<file path="src/rtl/interrupt_sequencer.sv">
`default_nettype none
// ============================================================================
// Module      : interrupt_sequencer
// Description : Sits between the memory data bus and the control FSM opcode
//               input. It tracks reset, NMI and IRQ requests. At each
//               instruction boundary it substitutes BRK_OPCODE for the
//               fetched opcode when an interrupt is taken. It also supplies
//               the vector address, the B-flag value and the stack-write
//               suppress to the datapath for the BRK microcode.
//               Optional macro INT_SYNC_EN adds SYNC_STAGES-deep
//               synchronizers on nmi_b/irq_b.
// Revision    : 1.0 - initial release
// ============================================================================
module interrupt_sequencer #(
    parameter logic [7:0] BRK_OPCODE  = 8'h00,
    parameter int         SYNC_STAGES = 2
) (
    input  logic        ph1,
    input  logic        reset,
    input  logic [7:0]  data_in,
    input  logic        last_cycle,
    input  logic        p_i,
    input  logic        nmi_b,
    input  logic        irq_b,
    input  logic        vec_ack,
    output logic [7:0]  opcode_out,
    output logic [15:0] vector_addr,
    output logic        b_flag,
    output logic        wr_suppress,
    output logic        int_active
);

    localparam logic [1:0] c_ST_RST_PEND = 2'd0;
    localparam logic [1:0] c_ST_IDLE     = 2'd1;
    localparam logic [1:0] c_ST_INJECT   = 2'd2;
    localparam logic [1:0] c_ST_SERVICE  = 2'd3;

    localparam logic [1:0] c_SRC_RST = 2'd0;
    localparam logic [1:0] c_SRC_NMI = 2'd1;
    localparam logic [1:0] c_SRC_IRQ = 2'd2;
    localparam logic [1:0] c_SRC_BRK = 2'd3;

    // A zero-depth synchronizer would leave the chain without a tap
    if (SYNC_STAGES < 1) begin : g_bad_sync_stages
        $error("SYNC_STAGES must be at least 1");
    end

    logic [1:0] r_state;
    logic [1:0] r_src;
    logic       r_nmi_pend;
    logic       r_nmi_prev;
    logic       r_first_cycle;
    logic       r_b_flag;
    logic       r_wr_suppress;
    logic       w_nmi_s;
    logic       w_irq_s;
    logic       w_irq_lvl;
    logic       w_nmi_fall;
    logic       w_nmi_clear;

`ifdef INT_SYNC_EN
    logic [SYNC_STAGES-1:0] r_nmi_sync;
    logic [SYNC_STAGES-1:0] r_irq_sync;

    // Request synchronizers; idle level is high so reset loads ones
    always_ff @(posedge ph1 or negedge reset) begin
        if (!reset) begin
            r_nmi_sync <= '1;
            r_irq_sync <= '1;
        end else begin
            r_nmi_sync[0] <= nmi_b;
            r_irq_sync[0] <= irq_b;
            for (int i = 1; i < SYNC_STAGES; i++) begin
                r_nmi_sync[i] <= r_nmi_sync[i-1];
                r_irq_sync[i] <= r_irq_sync[i-1];
            end
        end
    end

    assign w_nmi_s = r_nmi_sync[SYNC_STAGES-1];
    assign w_irq_s = r_irq_sync[SYNC_STAGES-1];
`else
    assign w_nmi_s = nmi_b;
    assign w_irq_s = irq_b;
`endif

    assign w_irq_lvl   = ~w_irq_s;
    assign w_nmi_fall  = r_nmi_prev & ~w_nmi_s;
    assign w_nmi_clear = (r_state == c_ST_SERVICE) && vec_ack && (r_src == c_SRC_NMI);

    // NMI edge detector; a new edge wins over the acknowledge clear
    always_ff @(posedge ph1 or negedge reset) begin
        if (!reset) begin
            r_nmi_prev <= 1'b1;
            r_nmi_pend <= 1'b0;
        end else begin
            r_nmi_prev <= w_nmi_s;
            r_nmi_pend <= w_nmi_fall | (r_nmi_pend & ~w_nmi_clear);
        end
    end

    // The cycle after an instruction's last cycle is its opcode fetch
    always_ff @(posedge ph1 or negedge reset) begin
        if (!reset) begin
            r_first_cycle <= 1'b1;
        end else begin
            r_first_cycle <= last_cycle;
        end
    end

    // Sequencer: boundary sampling, inject cycle, service until vec_ack
    always_ff @(posedge ph1 or negedge reset) begin
        if (!reset) begin
            r_state       <= c_ST_RST_PEND;
            r_src         <= c_SRC_RST;
            r_b_flag      <= 1'b0;
            r_wr_suppress <= 1'b1;
        end else begin
            case (r_state)
                c_ST_RST_PEND: begin
                    r_state <= c_ST_SERVICE;
                end
                c_ST_IDLE: begin
                    if (last_cycle && r_nmi_pend) begin
                        r_state <= c_ST_INJECT;
                        r_src   <= c_SRC_NMI;
                    end else if (last_cycle && w_irq_lvl && !p_i) begin
                        r_state <= c_ST_INJECT;
                        r_src   <= c_SRC_IRQ;
                    end else if (r_first_cycle && (data_in == BRK_OPCODE)) begin
                        r_state  <= c_ST_SERVICE;
                        r_src    <= c_SRC_BRK;
                        r_b_flag <= 1'b1;
                    end
                end
                c_ST_INJECT: begin
                    r_state <= c_ST_SERVICE;
                end
                c_ST_SERVICE: begin
                    if (vec_ack) begin
                        r_state       <= c_ST_IDLE;
                        r_wr_suppress <= 1'b0;
                        r_b_flag      <= 1'b0;
                    end
                end
                default: begin
                    r_state <= c_ST_IDLE;
                end
            endcase
        end
    end

    // Opcode substitution only during the inject cycle (reset uses RST_PEND)
    always_comb begin
        opcode_out = data_in;
        if ((r_state == c_ST_RST_PEND) || (r_state == c_ST_INJECT)) begin
            opcode_out = BRK_OPCODE;
        end
    end

    // Vector address decode from the latched source
    always_comb begin
        vector_addr = 16'hFFFE;
        case (r_src)
            c_SRC_RST: vector_addr = 16'hFFFC;
            c_SRC_NMI: vector_addr = 16'hFFFA;
            default:   vector_addr = 16'hFFFE;
        endcase
    end

    assign int_active  = (r_state != c_ST_IDLE);
    assign b_flag      = r_b_flag;
    assign wr_suppress = r_wr_suppress;

endmodule
`default_nettype wire

</file>
<file path="config.mk">
export PLATFORM = sky130hd
export DESIGN_NAME = interrupt_sequencer
export DESIGN_NICKNAME = d
export VERILOG_FILES = /design/src/rtl/interrupt_sequencer.sv
export SDC_FILE = /design/constraint.sdc
export NUM_CORES = 1
export LEC_CHECK = 0
export BUFFER_PORTS_ARGS = -buffer_cell sky130_fd_sc_hd__buf_2
export CORE_MARGIN = 5
export CORE_UTILIZATION = 39
export DETAILED_ROUTE_END_ITERATION = 12
export PLACE_DENSITY = 0.83
export REMOVE_ABC_BUFFERS = 1
export SYNTH_ARGS = -nofsm -noshare
export SYNTH_HDL_FRONTEND = slang
export SYNTH_SLANG_ARGS = --single-unit
</file>
<file path="constraint.sdc">
create_clock -name ph1 -period 1.4 [get_ports ph1]
set_input_delay 0.14 -clock ph1 [delete_from_list [all_inputs] [get_ports ph1]]
set_output_delay 0.14 -clock ph1 [all_outputs]
set_load 0.05 [all_outputs]
</file>
Word level (Yosys, flattened, before mapping):

Index checks and enable logic that the tools add are counted.
Widths: inputs -> output; s select.

* add/subtract/negate cells: 0
* $mul: 0
* div/mod/pow operators: 0
* magnitude comparators: 0
* equal/unequal tests: 10
* shifts and indexed selects: 0
* mux-type cells: 13
* bitwise gates (word level): 6
* reductions and logical operators: 18

Operators with widths (count)
* $mux 2: 5
* $logic_not 8->1: 1
* $mux 8: 1
* $ne 2x2->1 const B: 4
* $logic_and 1x1->1: 6
* $pmux 2 s3: 1
* $pmux 3 s2: 1
* $reduce_and 2->1: 3
* $reduce_and 5->1: 1
* $eq 2x1->1 const B: 2
* $eq 2x2->1 const B: 2
* $logic_not 2->1: 2
* $mux 1: 4
* $ne 4x4->1 const B: 1
* $not 1->1: 3
* $reduce_bool 3->1: 1
* $and 1x1->1: 2
* $ne 2x1->1 const B: 1
* $pmux 1 s2: 1
* $reduce_bool 2->1: 1
* $reduce_or 2->1: 1
* $logic_not 1->1: 1
* $logic_or 1x1->1: 1
* $or 1x1->1: 1

* register bits: 9
* latch bits: 0
* RAM bits: 0
* bits in read-only memories: 0
* input port bits: 15
* logic and storage cells: 54
* memories kept: 0

Logic depth before layout (Yosys ltp):

* depth in word-level cells: 6
* mapped depth: 4
* gate-level depth less buffers: 4

Least setup slack after synthesis:

Ideal clock, no wire load.

* kind: register to register
* start: reg r_src[1]
* end: reg r_nmi_pend
* setup time: 131 ps
* arrival time: 1077 ps
* path slack: 192 ps
* cell stages (with the launch flop): 4
* buffers on the path: 0
* period minus slack after synthesis: 1208 ps
* cells stage by stage: dfrtp_1 nand2b_1 o21ai_0 o21ai_0

* cells in the longest elaborated chain, start to end: 5

Ends and longest elaborated chain
* start, declared: RTL line 49 `logic [1:0] r_src;`
* start signal, assigned: RTL line 115 `r_src <= c_SRC_RST;`
* start signal, assigned: RTL line 126 `r_src <= c_SRC_NMI;`
* start signal, assigned: RTL line 129 `r_src <= c_SRC_IRQ;`
* $eq 2x1->1: RTL line 89 `assign w_nmi_clear = (r_state == c_ST_SERVICE) && vec_ack && (r_src == c_SRC_NMI);`
* $logic_and 1x1->1: RTL line 89
* $not 1->1: RTL line 98 `r_nmi_pend <= w_nmi_fall | (r_nmi_pend & ~w_nmi_clear);`
* $and 1x1->1: RTL line 98
* $or 1x1->1: RTL line 98
* end signal, assigned: RTL line 98
* end, declared: RTL line 50 `logic r_nmi_pend;`

Every way passes these cells.
A chain may end at the register's enable or synchronous reset.

Worst setup path after layout:

* start: reg r_state[0]
* end: out int_active

* cells in the longest elaborated chain, start to end: 1

Ends and longest elaborated chain
* start, declared: RTL line 48 `logic [1:0] r_state;`
* start signal, assigned: RTL line 114 `r_state <= c_ST_RST_PEND;`
* start signal, assigned: RTL line 121 `r_state <= c_ST_SERVICE;`
* start signal, assigned: RTL line 125 `r_state <= c_ST_INJECT;`
* $ne 2x1->1: RTL line 171 `assign int_active = (r_state != c_ST_IDLE);`
* end, declared: RTL line 30 `output logic int_active`

Every way passes these cells.

==> flow_summary.json <==
{
  "cts.clk_slew.worst_paths_ps": 60,
  "numCtsBuffers": 3,
  "slowest_stage": "dfrtp_1",
  "clockBufferDepth": 2,
  "start_util_pct": 40.56,
  "nets": 108,
  "die_area_um2": 2413,
  "antenna_found_initial": 0,
  "dp_cells": 102,
  "seqCellArea_um2": 229.0,
  "syn_inst": 61,
  "num_io_pins": 42,
  "criticalPathCategory": "register to output pin",
  "setup_viol": 0,
  "first_pass_iters": 1,
  "grt_pass1_vias": 493,
  "die_height_um": 49.12,
  "wire_per_inst_um": 11.91,
  "power.density_nw_per_um2": 1911,
  "rsz0062_at_grt": "no",
  "gp_congestion": 0.7183,
  "setup_tns_ps": 0,
  "cts.sinks": 9,
  "dp_hpwl_um": 1087,
  "leakage_nw": 0.3834,
  "drtIter0Drc": 0,
  "antennaDiodeCount": 0,
  "synth_area_um2": 596.8,
  "multi_input_area_um2": 292.8,
  "area_growth_pct": 24.11,
  "drive_above_1_share_pct": 51.09,
  "cp_num_buf_inv": 2,
  "critPathLaunchType": "register",
  "finalHoldViolations": 0,
  "period_share_pct": 94.92,
  "finalClockSkew_ps": 2.776,
  "globalRouteTotalUtil_pct": 10.55,
  "path_cells": "and2b_4 -> inv_2 -> buf_4",
  "cts-root-buf": "clkbuf_4",
  "routed_wl_um": 1286,
  "ys_ff_latch": 9,
  "port_buffers": 27,
  "grt_max_degree": 11,
  "gr-total-overflow": 0,
  "slowest_delay_ps": 450,
  "fmax_mhz": 752.5,
  "ant_nets": 0,
  "routed_via_density": 4.556,
  "cts_tree": "built",
  "yosys_warnings": 0,
  "slew_violations": 0,
  "final_core_util_pct": 50.34,
  "worstHoldPathType": "primary input to register",
  "htreeDepth": 1,
  "fill_cells": 139,
  "worstPathRequired_ps": 1260,
  "fin_crit_ps": 1329,
  "path_delay_family": "flip-flops",
  "ys_types": 26,
  "remaining_drc_errors": 0,
  "die_w_um": 49.12,
  "core_area_um2": 1471,
  "maxCapViolations": 0,
  "grt_pass1_wl_um": 2056,
  "ir_drop_v": 0.0009808,
  "route.vias.total": 492,
  "fin_cells": 108,
  "seq_area_frac_synth_pct": 38.36,
  "clock_latency_ps": 260,
  "synth_area_per_cell_um2": 9.784,
  "end_kind": "output pin",
  "arrival_ps": 1190,
  "status": "complete, no violations",
  "rows": 14,
  "cp_max_fo": 10
}
==> layer usage <==
metal / GRT usage (%) / wire length (um) / share of wire (%)
met1: 10.84 / 484 / 38
met2: 16.09 / 577 / 45
met3: 6.422 / 225 / 17
met4: 6.278 / 0 / 0
met5: 0 / 0 / 0
==> cell usage after synthesis <==
cell	number	area (um^2)
a21boi_0	1	7.510
nand4_1	1	6.260
a31oi_1	2	12.51
and3_1	1	6.260
and3_2	1	7.510
and2_2	8	60.06
a22o_1	1	8.760
a21oi_2	1	8.760
mux2i_1	1	10.01
inv_1	3	11.26
o21bai_1	1	7.510
o21ai_0	2	10.01
conb_1	2	7.510
buf_4	14	105.1
nor3_1	2	10.01
and2b_4	1	10.01
nand2_1	2	7.510
inv_2	1	3.750
nor4_4	1	21.27
dfrtp_1	6	150.1
nand3_1	2	10.01
dfstp_2	3	78.83
and2_1	1	6.260
nand2b_1	1	6.260
nor2b_1	1	6.260
nand3_4	1	17.52
==> report_power, final <==
group	switching (mW)	internal, mW
logic	0.619	0.225
registers	0.0512	0.324
clock network	0.0866	0.110
==> cell families after synthesis <==
| family | count (synthesis) | synth area share, % |
|---|---|---|
| muxes | 1 | 1.677 |
| AOI/OAI and AO/OA | 8 | 9.226 |
| other | 2 | 1.258 |
| and+or+nand+nor | 23 | 29.36 |
| DFF | 9 | 38.36 |
| buffers and inverters | 18 | 20.12 |
==> final timing paths <==
path                            depth (start not counted)  slack [ps]            end         from
worst min-delay path                                    1          40  r_first_cycle   last_cycle
min in group asynchronous                               2         260     r_nmi_pend        reset
max in group asynchronous                               2         890  r_first_cycle        reset
worst min register to register                          1         500    wr_suppress  wr_suppress
worst max register to register                          3         280       r_src[0]   r_state[0]
worst max-delay path                                    3          70     int_active   r_state[0]
==> layout make-up <==
class                      instances  share of cell area (%)
sequential                         9                   30.91
timing repair buffer              29                   21.28
inverter                           4                   2.027
multi-input combinational         46                   39.53
clock buffer                       4                   3.547
tap                               16                   2.703
==> placed cells by master (no fill, tap or decap), types with 2 or more instances in the layout <==
cell type,instances
a31oi_1,2
nand2_1,2
inv_1,3
dlygate4sd3_1,2
clkbuf_4,3
nand3_1,2
o21ai_0,2
dfstp_2,3
nor3_1,2
dfrtp_1,6
buf_2,26
conb_1,14
and2_2,8
==> sequential cells by signal, summed over array words and instances (netlist names) <==
| name | count |
|---|---|
| b_flag | 1 |
| r_first_cycle | 1 |
| r_nmi_pend | 1 |
| r_nmi_prev | 1 |
| r_src | 2 |
| r_state | 2 |
| wr_suppress | 1 |
==> through the flow <==
stage	setup slack (ps)	power, mW	instance area (um^2)	hold WS, ps
final	71.18	1.415	740.7	42.66
after global routing	15.50	1.503	740.7	35.89
after CTS	52.43	1.430	740.7	31.06
after detailed placement	276.8	1.210	691.9	1.626
after global placement	309.4	1.191	691.9	-3.866
after floorplan	192.4	1.036	536.8	-155.6
==> repair_timing <==
action,in CTS,in global routing
buffers inserted,0,0
hold buffers,2,0
hold endpoints to repair,10,0
setup endpoints to repair,1,0
gates resized for setup,1,0
(Power assumes the default switching activity.)
